$ cat src/rtl/d16_pkg.sv
// d16_pkg: definitions shared by the d16 fetch front-end.
//   LONG_BIT : opcode bit marking a two-word (opcode + immediate) instruction
//   PC_STEP  : byte increment between consecutive instruction words
//   fetch_state_e : instruction-memory request sequencer states
package d16_pkg;

  localparam int D16_WORD_W = 16;
  localparam int LONG_BIT   = D16_WORD_W - 1;
  localparam int PC_STEP    = 2;

  typedef enum logic [1:0] {
    IDLE  = 2'd0,   // no request outstanding
    REQ   = 2'd1,   // request outstanding, data will be kept
    DRAIN = 2'd2    // request outstanding, data is stale and dropped
  } fetch_state_e;

endpackage

$ cat src/rtl/prefetch_fifo.sv
// prefetch_fifo: DEPTH-entry circular queue of fetched words.
//   clk, rst_n  : clock, synchronous active-low reset
//   clear_i     : empties the queue (overrides push/pop)
//   push_i      : write push_data_i at the tail
//   pop_i       : remove entries from the head; pop_two_i selects 2 instead of 1
//   count_o     : number of valid entries
//   head_o      : entry at the head
//   next_o      : upper NEXT_W bits of the entry after the head (modulo DEPTH)
module prefetch_fifo #(
  parameter int WIDTH  = 32,
  parameter int DEPTH  = 4,
  parameter int NEXT_W = 16
) (
  input  logic                     clk,
  input  logic                     rst_n,
  input  logic                     clear_i,
  input  logic                     push_i,
  input  logic [WIDTH-1:0]         push_data_i,
  input  logic                     pop_i,
  input  logic                     pop_two_i,
  output logic [$clog2(DEPTH):0]   count_o,
  output logic [WIDTH-1:0]         head_o,
  output logic [NEXT_W-1:0]        next_o
);

  localparam int PTR_W = $clog2(DEPTH);
  localparam int CNT_W = PTR_W + 1;

  logic [WIDTH-1:0] mem_q [DEPTH];
  logic [PTR_W-1:0] rd_ptr_q, rd_ptr_d;
  logic [PTR_W-1:0] wr_ptr_q, wr_ptr_d;
  logic [CNT_W-1:0] count_q, count_d;
  logic [CNT_W-1:0] pop_cnt;
  logic [PTR_W-1:0] rd_ptr_nxt;

  // Pointer arithmetic wraps naturally because DEPTH is a power of two,
  // so a long instruction straddling the end of the array pairs correctly.
  assign rd_ptr_nxt = rd_ptr_q + PTR_W'(1);
  assign head_o     = mem_q[rd_ptr_q];
  assign next_o     = mem_q[rd_ptr_nxt][WIDTH-1 -: NEXT_W];
  assign count_o    = count_q;

  assign pop_cnt = pop_i ? (pop_two_i ? CNT_W'(2) : CNT_W'(1)) : '0;

  always_comb begin
    rd_ptr_d = rd_ptr_q;
    wr_ptr_d = wr_ptr_q;
    count_d  = count_q;
    if (clear_i) begin
      rd_ptr_d = '0;
      wr_ptr_d = '0;
      count_d  = '0;
    end else begin
      if (push_i) begin
        wr_ptr_d = wr_ptr_q + PTR_W'(1);
      end
      rd_ptr_d = rd_ptr_q + pop_cnt[PTR_W-1:0];
      count_d  = count_q + CNT_W'(push_i) - pop_cnt;
    end
  end

  always_ff @(posedge clk) begin
    if (!rst_n) begin
      rd_ptr_q <= '0;
      wr_ptr_q <= '0;
      count_q  <= '0;
    end else begin
      rd_ptr_q <= rd_ptr_d;
      wr_ptr_q <= wr_ptr_d;
      count_q  <= count_d;
    end
  end

  // Storage carries no reset; only entries below count_q are ever consumed.
  always_ff @(posedge clk) begin
    if (push_i && !clear_i) begin
      mem_q[wr_ptr_q] <= push_data_i;
    end
  end

endmodule

$ cat src/rtl/fetch_prefetch_unit.sv
// fetch_prefetch_unit: d16 instruction fetch front-end with a prefetch queue.
//   clk, rst_n              : clock, synchronous active-low reset
//   imem_req/addr/ack/rdata : one-outstanding-request instruction memory port
//   redirect, redirect_pc   : taken branch; flush queue and refetch from target
//   ins_valid/ready         : decoder handshake
//   ins_word/imm/long/pc    : issued instruction (imm only for two-word forms)
module fetch_prefetch_unit
  import d16_pkg::*;
#(
  parameter int                DATA_W   = LONG_BIT + 1,
  parameter int                ADDR_W   = 16,
  parameter int                DEPTH    = 4,
  parameter logic [ADDR_W-1:0] RESET_PC = '0
) (
  input  logic              clk,
  input  logic              rst_n,
  output logic              imem_req,
  output logic [ADDR_W-1:0] imem_addr,
  input  logic              imem_ack,
  input  logic [DATA_W-1:0] imem_rdata,
  input  logic              redirect,
  input  logic [ADDR_W-1:0] redirect_pc,
  output logic              ins_valid,
  input  logic              ins_ready,
  output logic [DATA_W-1:0] ins_word,
  output logic [DATA_W-1:0] ins_imm,
  output logic              ins_long,
  output logic [ADDR_W-1:0] ins_pc
);

  localparam int                CNT_W    = $clog2(DEPTH) + 1;
  localparam int                ENTRY_W  = DATA_W + ADDR_W;
  localparam logic [CNT_W-1:0]  FULL_CNT = CNT_W'(DEPTH);
  localparam logic [ADDR_W-1:0] START_PC = {RESET_PC[ADDR_W-1:1], 1'b0};

  fetch_state_e      state_q, state_d;
  logic [ADDR_W-1:0] fetch_pc_q, fetch_pc_d;
  logic [ADDR_W-1:0] req_addr_q, req_addr_d;
  logic              push;
  logic              hs;
  logic [CNT_W-1:0]  fifo_count;
  logic [ENTRY_W-1:0] head;
  logic [DATA_W-1:0] next_word;
  logic [DATA_W-1:0] head_word;
  logic [ADDR_W-1:0] head_addr;
  logic              head_long;
  logic              redirect_pc_unused;

  // Branch targets are word aligned; the low bit is deliberately ignored.
  assign redirect_pc_unused = redirect_pc[0];

  // Fetch sequencer. The request address is latched separately from fetch_pc
  // so it stays stable while a redirect in DRAIN moves fetch_pc again.
  always_comb begin
    state_d    = state_q;
    fetch_pc_d = fetch_pc_q;
    req_addr_d = req_addr_q;
    push       = 1'b0;
    unique case (state_q)
      IDLE: begin
        if (!redirect && (fifo_count < FULL_CNT)) begin
          state_d    = REQ;
          req_addr_d = fetch_pc_q;
        end
      end
      REQ: begin
        if (imem_ack) begin
          state_d = IDLE;
          if (!redirect) begin
            push       = 1'b1;
            fetch_pc_d = fetch_pc_q + ADDR_W'(PC_STEP);
          end
        end else if (redirect) begin
          state_d = DRAIN;
        end
      end
      DRAIN: begin
        if (imem_ack) begin
          state_d = IDLE;
        end
      end
      default: state_d = IDLE;
    endcase
    if (redirect) begin
      fetch_pc_d = {redirect_pc[ADDR_W-1:1], 1'b0};
    end
  end

  always_ff @(posedge clk) begin
    if (!rst_n) begin
      state_q    <= IDLE;
      fetch_pc_q <= START_PC;
      req_addr_q <= START_PC;
    end else begin
      state_q    <= state_d;
      fetch_pc_q <= fetch_pc_d;
      req_addr_q <= req_addr_d;
    end
  end

  assign imem_req  = (state_q != IDLE);
  assign imem_addr = req_addr_q;

  prefetch_fifo #(
    .WIDTH  (ENTRY_W),
    .DEPTH  (DEPTH),
    .NEXT_W (DATA_W)
  ) u_fifo (
    .clk         (clk),
    .rst_n       (rst_n),
    .clear_i     (redirect),
    .push_i      (push),
    .push_data_i ({imem_rdata, req_addr_q}),
    .pop_i       (hs),
    .pop_two_i   (head_long),
    .count_o     (fifo_count),
    .head_o      (head),
    .next_o      (next_word)
  );

  assign head_word = head[ENTRY_W-1 -: DATA_W];
  assign head_addr = head[ADDR_W-1:0];
  assign head_long = head_word[DATA_W-1];

  // A long instruction is held back until its immediate is also queued.
  assign ins_valid = (fifo_count != '0) && (!head_long || (fifo_count >= CNT_W'(2)));
  assign ins_word  = ins_valid ? head_word : '0;
  assign ins_imm   = (ins_valid && head_long) ? next_word : '0;
  assign ins_long  = ins_valid && head_long;
  assign ins_pc    = ins_valid ? head_addr : '0;
  assign hs        = ins_valid && ins_ready;

endmodule
$ cat config.mk
export PLATFORM = sky130hd
export DESIGN_NAME = fetch_prefetch_unit
export DESIGN_NICKNAME = d
export VERILOG_FILES = /design/src/rtl/d16_pkg.sv /design/src/rtl/prefetch_fifo.sv /design/src/rtl/fetch_prefetch_unit.sv
export SDC_FILE = /design/constraint.sdc
export NUM_CORES = 1
export LEC_CHECK = 0
export BUFFER_PORTS_ARGS = -buffer_cell sky130_fd_sc_hd__buf_4
export CAP_MARGIN = 20
export CORE_MARGIN = 2
export CORE_UTILIZATION = 35
export CTS_CLUSTER_SIZE = 16
export DETAILED_ROUTE_END_ITERATION = 10
export GPL_TIMING_DRIVEN = 0
export HOLD_SLACK_MARGIN = 0.06
export PLACE_DENSITY = 0.65
export SYNTH_ARGS = -nofsm -noshare
export SYNTH_HDL_FRONTEND = slang
export SYNTH_SLANG_ARGS = --single-unit
$ cat constraint.sdc
create_clock -name clk -period 3.7 [get_ports clk]
set_input_delay 0.37 -clock clk [delete_from_list [all_inputs] [get_ports clk]]
set_output_delay 0.37 -clock clk [all_outputs]
set_load 0.005 [all_outputs]
==> summary.txt <==
Status
  – Status: finished, final reports clean

Clock network
  – Post-cts resize count: 0
  – Root Driver: clkbuf_16
  – CTS tree: built
  – Num CTS Buffers: 17
  – Clk buf depth: 2
  – Hold-fix buffers, CTS: 0
  – Postcts setup bufs: 0
  – H-tree lvl count: 4
  – Clk Latency, worst-skew pair: 0.42 ns
  – Clock sinks: 163
  – CTS clock-pin slew for the worst setup and hold paths: 0.06 ns

Final layout
  – Leading cell type in the layout, fill and taps excluded: edfxtp_1
  – Most frequent cells in the layout: edfxtp_1, buf_4, nor2b_1, nand2_1, mux4_2
  – Final Cell Area: 8900 sq um
  – Area occupied by multi-input gates: 2490 sq um
  – Layout cell share with drive strength beyond 1: 34.0%
  – Layout Area Growth over Synthesis: 23.7%
  – # diodes: 0
  – Reg area: 4500 sq um
  – Filler cells: 1797
  – NumNets Final: 648

Timing
  – Setup-failing EPs final: 0
  – Max Clock Skew: 0.00775 ns
  – Peak Freq: 0.340 GHz
  – Slew margin rel.: 37.9%
  – Final hold vios: 0
  – Fraction of the cycle the final worst path needs: 79.5%
  – Worst Max-Slew Pin Slew: 0.932 ns
  – Slew Viols, Final: 0
  – RSZ-0062 raised after global routing: false
  – Setup TNS: 0 ns
  – Final min period: 2.94 ns

Detailed routing
  – Wire per inst: 17.8 um
  – Avg Vias per Cell: 4.99
  – DRC: 0
  – Detail Route Antenna Nets: 0
  – Final WL: 15800 um
  – First-pass DRT Iterations: 5
  – Initial DRC count: 176
  – Routed via count: 4407

Critical path
  – WP data arrival: 3.24 ns
  – Critical path class: reg -> reg
  – WP data required: 4.00 ns
  – Crit end category: flip-flop
  – Largest fanout on the critical path: 10
  – Worst Setup Start Kind: flip-flop

Global route
  – GR Util All Layers: 15.0%
  – Layer with the highest usage: met2
  – First-pass GRT wire length: 24800 um
  – GRT met2 Usage: 24.7%
  – Vias in the first global route: 4542
  – Initial antenna violation count: 0
  – Largest net degree at the start of global routing: 32
  – GRT met3 Usage: 3.85%
  – Gr ovfl total: 0
  – Met1 Track Usage GR: 19.5%

Placement
  – Detailed Place HPWL: 10700 um
  – Routability Congestion: 0.809
  – DP Area: 8310 sq um
  – Port-buffer cells: 100

Synthesis
  – Primary FF master, synth: edfxtp_1
  – Number of flops mapped to enable cells by yosys: 124
  – Post-Synth Simple-Gate Area: 11.2%
  – Avg Cell Area, Syn: 15.0 sq um
  – Xor/xnor share of the synthesized area: 1.34%
  – Sequential area share after synthesis: 62.6%
  – Multiplexer area fraction after synthesis: 14.8%
  – Post-synthesis cell count: 480
  – Post-synthesis compound-gate area fraction: 5.24%
  – Largest family of logic cells by synthesized area: multiplexers
  – FF+latch count, synth: 163
  – Async SR Flop Fraction: 0%
  – Warnings from Yosys: 0
  – Synth Area in Adders: 1.84%
  – Netlist cell types: 55
  – Cell Area, Synth: 7190 sq um

Floorplanning
  – Die area: 21700 sq um
  – Initial Utilization: 35.5%
  – Die width: 147 um
  – I/O pin total: 104
  – Overall die height: 147 um
  – Core Footprint: 20200 sq um
  – Rows: 52

Power
  – Max VDD drop: 328 uV
  – Power Density: 438 nW/um^2
  – P_leak: 3.07 nW

Hold path
  – Min-Delay Path Class: in -> reg

Run
  – # Max-Cap Violations: 0
-- per-stage QoR --
stage	power, W	hold WS (ns)	util (%)	instances	setup slack, ns
after floorplan	0.00213	0.445	-	481	0.956
after global placement	0.00222	0.473	40.9	851	0.747
after detailed placement	0.00223	0.490	41.1	852	0.754
after CTS	0.00393	0.132	44.0	884	0.739
after global routing	0.00403	0.132	44.0	884	0.586
final	0.00389	0.151	44.0	884	0.758
-- path summary, 6_finish.rpt --
check	start	to	slack, ns	depth (start not counted)
setup reg to reg	u_fifo.rd_ptr_q[0]	u_fifo.count_o[2]	0.76	12
setup / recovery	u_fifo.rd_ptr_q[0]	u_fifo.count_o[2]	0.76	12
hold / removal	imem_rdata[4]	u_fifo.mem_q[3][20]	0.15	1
hold reg to reg	fetch_pc_q[15]	imem_addr[15]	0.50	2
-- cell families after synthesis --
group | Yosys count
adders and majority gates | 10
xor gates and xnor gates | 11
DFF | 163
AOI/OAI and AO/OA | 58
buffers and inverters | 42
and+or+nand+nor | 146
muxes | 49
other | 1
-- metal layers --
layer | wire (um) | up-vias
li1 | - | 2061
met1 | 6780 | 2179
met2 | 7800 | 153
met3 | 1020 | 14
met4 | 174 | 0
met5 | 0 | -
-- synthesized netlist by cell type (4+ instances only) --
cell,count,area share [%]
edfxtp_1,124,52
inv_1,13,0.68
nor3_1,4,0.28
buf_2,10,0.70
mux4_2,46,14
nor2b_1,47,4.1
buf_4,7,0.73
a21oi_1,11,0.77
dfxtp_1,39,11
ha_1,9,1.6
clkbuf_1,9,0.47
nand2_1,47,2.5
a21boi_0,15,1.6
nand3_1,9,0.63
and2_1,6,0.52
xnor2_1,8,0.97
o21ai_0,15,1.0
nor2_1,9,0.47
-- cell type report --
cell class	instances	share of cell area, %
sequential	163	50.6
multi-input combinational	276	28.0
timing repair buffer	101	8.66
clock buffer	24	5.78
tap	270	3.80
buffer	28	1.70
clock inverter	8	0.816
inverter	14	0.591
-- where the power goes --
group	leakage, nW	switching (W)	internal, W	total [W]
combinational	1.38	0.0000821	0.0000811	0.000163
sequential	1.40	0.0000328	0.00199	0.00202
clock	0.291	0.000667	0.00104	0.00171
-- flip-flops by register name, summed over array words and instances (netlist names) --
signal,flops
u_fifo.mem_q,124
u_fifo.rd_ptr_q,2
fetch_pc_q,15
imem_addr,15
state_q,2
u_fifo.count_o,3
u_fifo.wr_ptr_q,2
-- worst max-delay path, stage by stage, from the launching register on --
cell and delay, ns:
dfxtp_1 0.38, mux4_2 0.59, o21a_1 0.27, buf_6 0.17, nor3b_2 0.22, ha_1 0.26, inv_1 0.06, ha_1 0.13
inv_1 0.05, fa_1 0.37, xor2_1 0.16, xnor2_1 0.13, nor2_1 0.05
Power figures use the tool's default switching activity.
